**config.mk**
```make
export PLATFORM = sky130hd
export DESIGN_NAME = conv_kernel_engine
export DESIGN_NICKNAME = d
export VERILOG_FILES = /design/src/rtl/conv_kernel_engine.sv
export SDC_FILE = /design/constraint.sdc
export NUM_CORES = 1
export LEC_CHECK = 0
export CORE_MARGIN = 4
export CORE_UTILIZATION = 61
export DETAILED_ROUTE_END_ITERATION = 16
export PLACE_DENSITY = 0.87
export SKIP_LAST_GASP = 1
export SYNTH_ARGS = -nofsm -noshare
export SYNTH_HDL_FRONTEND = slang
export SYNTH_SLANG_ARGS = --single-unit
```
**constraint.sdc**
```tcl
create_clock -name clk -period 9.8 [get_ports clk]
set_input_delay 1.96 -clock clk [delete_from_list [all_inputs] [get_ports clk]]
set_output_delay 1.96 -clock clk [all_outputs]
set_load 0.02 [all_outputs]
```
**src/rtl/conv_kernel_engine.sv**
```systemverilog
// Sequential SIZE x SIZE convolution engine: LANES taps per cycle are accumulated,
// then the sum is normalised by an arithmetic right shift and clamped to the pixel range.
//
// state | meaning
// IDLE  | waiting for a request, in_ready=1
// ACCUM | LANES taps multiplied and added per cycle, C cycles
// NORM  | shift, clamp and register the result
// OUT   | result presented until out_ready
module conv_kernel_engine #(
    parameter int SIZE   = 3,
    parameter int PIX_W  = 8,
    parameter int COEF_W = 8,
    parameter int LANES  = 1
) (
    input  logic                          clk,
    input  logic                          n_rst,
    input  logic                          in_valid,
    output logic                          in_ready,
    input  logic [SIZE*SIZE*PIX_W-1:0]    window,
    input  logic [SIZE*SIZE*COEF_W-1:0]   kernel,
    input  logic [3:0]                    shift,
    input  logic                          clear,
    output logic                          out_valid,
    input  logic                          out_ready,
    output logic [PIX_W-1:0]              out_pixel,
    output logic                          overflow,
    output logic                          busy
);

    localparam int N     = SIZE * SIZE;
    localparam int C     = (N + LANES - 1) / LANES;
    localparam int ACC_W = PIX_W + COEF_W + $clog2(N) + 1;
    localparam int PRD_W = PIX_W + COEF_W + 1;
    localparam int IDX_W = $clog2(N + LANES) + 1;
    localparam int CNT_W = $clog2(C + 1);

    typedef enum logic [1:0] {IDLE, ACCUM, NORM, OUT} state_t;

    state_t state, state_nxt;

    logic [PIX_W-1:0]         pix_q  [N];
    logic signed [COEF_W-1:0] coef_q [N];
    logic [3:0]               shift_q;
    logic signed [ACC_W-1:0]  acc;
    logic signed [ACC_W-1:0]  lane_sum;
    logic signed [ACC_W-1:0]  acc_shr;
    logic [IDX_W-1:0]         idx;
    logic [CNT_W-1:0]         cnt;
    logic                     accept;
    logic                     last_tap;
    logic [PIX_W-1:0]         lane_pix;
    logic signed [COEF_W-1:0] lane_coef;
    logic signed [PRD_W-1:0]  pix_ext;
    logic signed [PRD_W-1:0]  coef_ext;
    logic signed [PRD_W-1:0]  lane_prod;
    logic [PIX_W-1:0]         norm_pixel;
    logic                     norm_ovf;

    assign in_ready  = (state == IDLE);
    assign busy      = (state != IDLE);
    assign out_valid = (state == OUT);
    assign accept    = in_valid && in_ready && !clear;
    assign last_tap  = (cnt == '0);

    always_ff @(posedge clk or negedge n_rst) begin
        if (!n_rst) state <= IDLE;
        else        state <= state_nxt;
    end

    always_comb begin
        state_nxt = state;
        case (state)
            IDLE:    if (accept) state_nxt = ACCUM;
            ACCUM:   if (last_tap) state_nxt = NORM;
            NORM:    state_nxt = OUT;
            OUT:     if (out_ready) state_nxt = IDLE;
            default: state_nxt = IDLE;
        endcase
        if (clear) state_nxt = IDLE;
    end

    // Each lane muxes its tap out of the register array; taps past N select zero.
    always_comb begin
        lane_sum  = '0;
        lane_pix  = '0;
        lane_coef = '0;
        pix_ext   = '0;
        coef_ext  = '0;
        lane_prod = '0;
        for (int l = 0; l < LANES; l++) begin
            lane_pix  = '0;
            lane_coef = '0;
            for (int j = 0; j < N; j++) begin
                if (IDX_W'(j) == idx + IDX_W'(l)) begin
                    lane_pix  = pix_q[j];
                    lane_coef = coef_q[j];
                end
            end
            pix_ext   = {{COEF_W{1'b0}}, 1'b0, lane_pix};
            coef_ext  = {{(PIX_W + 1){lane_coef[COEF_W-1]}}, lane_coef};
            lane_prod = pix_ext * coef_ext;
            lane_sum  = lane_sum + {{(ACC_W - PRD_W){lane_prod[PRD_W-1]}}, lane_prod};
        end
    end

    always_comb begin
        acc_shr    = acc >>> shift_q;
        norm_pixel = acc_shr[PIX_W-1:0];
        norm_ovf   = 1'b0;
        if (acc_shr[ACC_W-1]) begin
            norm_pixel = '0;
            norm_ovf   = 1'b1;
        end else if (|acc_shr[ACC_W-2:PIX_W]) begin
            norm_pixel = '1;
            norm_ovf   = 1'b1;
        end
    end

    always_ff @(posedge clk or negedge n_rst) begin
        if (!n_rst) begin
            for (int j = 0; j < N; j++) begin
                pix_q[j]  <= '0;
                coef_q[j] <= '0;
            end
            shift_q   <= '0;
            acc       <= '0;
            idx       <= '0;
            cnt       <= '0;
            out_pixel <= '0;
            overflow  <= 1'b0;
        end else if (clear) begin
            acc      <= '0;
            idx      <= '0;
            cnt      <= '0;
            overflow <= 1'b0;
        end else begin
            case (state)
                IDLE: begin
                    if (accept) begin
                        for (int j = 0; j < N; j++) begin
                            pix_q[j]  <= window[j*PIX_W +: PIX_W];
                            coef_q[j] <= kernel[j*COEF_W +: COEF_W];
                        end
                        shift_q <= shift;
                        acc     <= '0;
                        idx     <= '0;
                        cnt     <= CNT_W'(C - 1);
                    end
                end
                ACCUM: begin
                    acc <= acc + lane_sum;
                    idx <= idx + IDX_W'(LANES);
                    if (!last_tap) cnt <= cnt - CNT_W'(1);
                end
                NORM: begin
                    out_pixel <= norm_pixel;
                    overflow  <= norm_ovf;
                end
                default: ;
            endcase
        end
    end

endmodule

```
Word-level counts from Yosys, hierarchy flattened
Cells that the tools add are included.
Storage, ports and cells
  register bits: 189
  input port bits: 153
  output and inout bits: 12
Cells by class
  add/sub/neg operators: 3
  multipliers: 1
  equal/unequal tests: 15
  shifts and indexed selects: 1
  multiplexer cells: 39
  bitwise gates (word level): 1
  reductions and logical operators: 15
Operators by type and width (count)
  8-bit 2-to-1 mux: 20
  21-bit 2-to-1 mux: 2
  21-bit case mux with 2 select lines: 1
  21-bit by 17-bit adder with 21-bit output: 1
  21-bit by 4-bit >>> shifter with 21-bit output: 1
  3-bit by 5-bit equality test with 1-bit output, first input constant: 4
  9-bit by 8-bit multiplier with 17-bit output: 1
  4-bit 2-to-1 mux: 3
  12-bit OR reduction: 1
  2-bit by 5-bit equality test with 1-bit output, first input constant: 2
  5-bit 2-to-1 mux: 2
  5-bit case mux with 2 select lines: 1
  3-bit AND reduction: 3
  2-bit 2-to-1 mux: 4
  2-bit case mux with 4 select lines: 1
  4-bit case mux with 2 select lines: 1
  3-bit != test, second input constant: 2
  5-bit by 1-bit adder with 5-bit output, second input constant: 1
  1-bit by 5-bit equality test with 1-bit output, first input constant: 1
  4-bit by 5-bit equality test with 1-bit output, first input constant: 1
  5-bit zero test: 1
  2-bit equality test, second input constant: 2
  4-bit zero test: 1
  1-bit 2-to-1 mux: 4
  11 further kinds: 14

Logic depth before layout (Yosys ltp)
  word-level depth: 14
  mapped depth: 29
  depth with buffers taken out: 27

Least setup slack after synthesis
Ideal clock, no wire load.
  kind: flip-flop to flip-flop
  from: reg idx[1]
  to: reg acc[20]
  setup time: 87 ps
  arrival time: 6186 ps
  required time: 9713 ps
  setup slack: 3528 ps
  stages on the path, launching flop included: 27
  path buffers: 2
  clock period less this slack: 6272 ps
  path through: dfrtp_1 -> inv_1 -> ha_1 -> buf_2 -> nor2b_1 -> buf_2 -> a32oi_1 -> a211oi_1 -> o21ai_0 -> nand2_1 -> nand2b_1 -> fa_1 -> inv_1 -> fa_1 -> fa_1 -> fa_1 -> inv_1 -> fa_1 -> inv_1 -> ha_1 -> o21a_1 -> o31ai_4 -> a211oi_2 -> nor2_1 -> a311o_1 -> or3b_1 -> o211ai_1
Between the ends
  cells in the longest elaborated chain, start to end: 14
  elaborated cells on any way between the ends: 31
  classes of those cells: add/sub: 1; mul: 1; eq/ne: 8; mux: 20; reduce/logical: 1
Ends and longest elaborated chain
  start, declared: RTL line 47  | logic [IDX_W-1:0] idx;
  start signal, assigned: RTL line 152  | idx <= idx + IDX_W'(LANES);
  5-bit zero test: RTL line 94  | if (IDX_W'(j) == idx + IDX_W'(l)) begin
  8-bit 2-to-1 mux (9 in a row): RTL line 94
  9-bit by 8-bit multiplier with 17-bit output (*): RTL line 101  | lane_prod = pix_ext * coef_ext;
  21-bit by 17-bit adder with 21-bit output (*): RTL line 151  | acc <= acc + lane_sum;
  21-bit case mux with 2 select lines (*): RTL line 137  | case (state)
  21-bit 2-to-1 mux (*): RTL line 131  | end else if (clear) begin
  end signal, assigned: RTL line 151
  end, declared: RTL line 44  | logic signed [ACC_W-1:0] acc;
Mark *: on every way between the ends. The rest lies on a longest branch, timed or not.
A chain may end at the register's enable or synchronous reset.

Worst setup path in the final report
  from: reg idx[1]
  to: reg acc[19]
Same word-level chain as after synthesis.

==> results.sh <==
export IMPL_place_gp_congestion=0.8921
export IMPL_finalCritPeriodShare_pct=78.67
export IMPL_finalMaxSlewViolations=0
export IMPL_drc=0
export IMPL_clockBufferDepth=2
export IMPL_grt_pass1_wl_mm=50.98
export IMPL_num_rows=51
export IMPL_hpwl_mm=24.20
export IMPL_fp_dieH_um=150.5
export IMPL_seq_area_um2=4730
export IMPL_hold_depth=1
export IMPL_die_area_um2=22650
export IMPL_skew_ns=0.01715
export IMPL_wl_per_cell_um=20.65
export IMPL_netlist_area_um2=12390
export IMPL_via_per_inst=6.082
export IMPL_crit_required_ns=10.12
export IMPL_hold_start="coef_q[53]"
export IMPL_vias=9445
export IMPL_grt_overflow=0
export IMPL_setup_viol=0
export IMPL_numCtsBuffers=17
export IMPL_hold_buffers=0
export IMPL_finalHoldViolations=0
export IMPL_status="complete, no violations"
export IMPL_nFillCells=1288
export IMPL_synth_cells=1147
export IMPL_htree_levels=4
export IMPL_num_io_pins=165
export IMPL_yosysSeqAreaShare_pct=38.17
export IMPL_rsz0062_at_grt="no"
export IMPL_num_nets_final=1552
export IMPL_worstPathMaxFanout=15
export IMPL_syn_to_final_growth_pct=19.26
export IMPL_first_pass_iters=5
export IMPL_worst_setup_path_start_kind="flop"
export IMPL_reg2reg_depth=25
export IMPL_io_buffers=164
export IMPL_antenna_found_initial=0
export IMPL_yosys_most_used_dff="dfrtp_1"
export IMPL_final_antenna_net_count=0
export IMPL_cp_arrival_ns=8.03
export IMPL_numClockSinks=189
export IMPL_rr_endpoint="acc[19]"
export IMPL_synth_enable_flop_cells=0
export IMPL_drive_above_1_share_pct=17.79
export IMPL_r2r_start="idx[1]"
export IMPL_post_cts_buffers=0
export IMPL_finalSetupTns_ns=0
export IMPL_clk_latency_ns=0.45
export IMPL_drt_initial_drc_count=704
export IMPL_grt_start_max_net_pins=134
export IMPL_cts_resized=0
export IMPL_ff2ff_setup_slack_ns=2.09
export IMPL_min_to="coef_q[53]"
export IMPL_grt_pass1_vias=9654
export IMPL_ys_async_sr_fraction_pct=100.0
export IMPL_yosys_warnings=0
export IMPL_cts_root_buf="clkbuf_16"
export IMPL_tightest_slew_ns=1.199
export IMPL_routed_wl_mm=32.07
export IMPL_grtUsageTotal_pct=28.95
export IMPL_drv_cap=0
export IMPL_min_period_ns=7.709
export IMPL_multi_input_area_um2=7043
export IMPL_synth_seq_cells=189
export IMPL_die_width_um=150.5
export IMPL_max_slew_margin_rel_pct=19.76
export IMPL_crit_type="flop to flop"
export IMPL_start_util_pct=62.83
export IMPL_end_kind="flop"
export IMPL_hp_class="flop to flop"
export IMPL_post_synth_num_cell_types=68
export IMPL_syn_nets=1425
export IMPL_cts_tree="built"
export IMPL_max_freq_ghz=0.1297
export IMPL_clk_pin_slew_ns=0.09
export IMPL_syn_avg_cell_area_um2=10.80
export IMPL_fp_coreArea_um2=19720
metrics by stage:
stage | hold slack [ns] | std cells | util [%] | area, um^2 | worst slack [ns]
floorplan | 0.4701 | 1147 | - | 12390 | 3.528
global placement | 0.4813 | 1520 | 71.60 | 14120 | 2.515
detailed placement | 0.4890 | 1520 | 71.60 | 14120 | 2.338
CTS | 0.5059 | 1552 | 74.92 | 14770 | 2.220
global route | 0.5150 | 1552 | 74.92 | 14770 | 1.505
finish | 0.5109 | 1553 | 74.94 | 14780 | 2.091
routing by layer:
layer | up-vias | GRT usage, % | part of all wire, %
li1 | 4330 | - | -
met1 | 4689 | 39.22 | 42
met2 | 368 | 48.40 | 50
met3 | 58 | 4.666 | 5.7
met4 | 0 | 8.646 | 2.4
met5 | - | 0 | 0
Yosys cell counts, types with 10 or more instances:
cell type | instances | area share, %
a32oi_1 | 14 | 0.99
ha_1 | 74 | 7.5
o21ai_0 | 86 | 3.5
o22ai_1 | 17 | 0.86
nor3_1 | 10 | 0.40
nand2b_1 | 15 | 0.76
nor2b_1 | 12 | 0.61
buf_2 | 19 | 0.77
nand2_1 | 75 | 2.3
mux2i_1 | 14 | 1.1
fa_1 | 51 | 8.2
mux4_2 | 12 | 2.2
nor2_1 | 73 | 2.2
inv_1 | 84 | 2.5
mux2_2 | 154 | 14
clkbuf_1 | 27 | 0.82
a21oi_1 | 54 | 2.2
and2_1 | 10 | 0.50
a221oi_1 | 16 | 1.1
dfrtp_1 | 189 | 38
cells in the final DEF (no fill, tap or decap), types with 4 or more instances in the layout:
master and count:
dfrtp_1 189, clkdlybuf4s50_1 163, mux2_2 154, o21ai_0 86, inv_1 84, nand2_1 75
ha_1 74, nor2_1 73, a21oi_1 54, fa_1 51, o22ai_1 17, clkbuf_16 17
a221oi_1 16, nand2b_1 15, mux2i_1 14, a32oi_1 14, nor2b_1 12, mux4_2 12
nor3_1 10, and2_1 10, a21o_1 8, xor2_1 8, a22o_1 8, nand3_1 7
xnor2_1 6, inv_12 6, a211oi_1 5, o21ai_1 5, or3_1 5, o21a_1 5
o211ai_1 5, a32o_1 4, a31oi_1 4, buf_4 4
state kept, by name, summed over array words and instances, names as in the netlist:
name,count
state,2
cnt,4
shift_q,4
coef_q,72
overflow,1
pix_q,72
idx,5
acc,21
out_pixel,8
worst max-delay path by stage:
stage                       from  endpoint  slack [ns]  cells past startpoint
after floorplan           idx[1]   acc[20]        3.53                     26
after global placement    idx[1]   acc[19]        2.51                     25
after detailed placement  idx[1]   acc[19]        2.34                     25
after CTS                 idx[1]   acc[17]        2.22                     25
after global routing      idx[1]   acc[19]        1.50                     25
final                     idx[1]   acc[19]        2.09                     25
cell families after synthesis:
logic type | share of synthesized area [%]
AOI/OAI and AO/OA | 13.65
buffers and inverters | 4.979
adders and majority gates | 15.71
DFF | 38.17
and+or+nand+nor | 9.180
muxes | 17.31
xor gates and xnor gates | 0.9897
critical path: stages (launching register included):
cell	delay, ns
dfrtp_1	0.44
inv_1	0.09
ha_1	0.31
nor2b_1	0.89
a32oi_1	0.25
nand2_1	0.12
o21ai_0	0.14
o21ai_0	0.50
a21o_1	0.27
nand2_1	0.09
fa_1	0.48
fa_1	0.55
inv_1	0.05
fa_1	0.44
fa_1	0.49
inv_1	0.05
fa_1	0.49
inv_1	0.04
ha_1	0.34
a21oi_1	0.18
o22ai_1	0.13
nor4_1	0.57
o2111ai_1	0.22
a31oi_1	0.23
xor2_1	0.15
o21ai_0	0.08
area by class of cell:
cell class	count	area share [%]
clock inverter	15	1.550
antenna	1	0.01694
tap	265	2.244
timing repair buffer	169	11.47
clock buffer	17	2.879
sequential	189	32.01
inverter	85	2.159
multi-input combinational	812	47.67
Power is left out: the tool's default activity adds up to more than one toggle a clock period on the data nets, which glitch-free logic cannot reach.
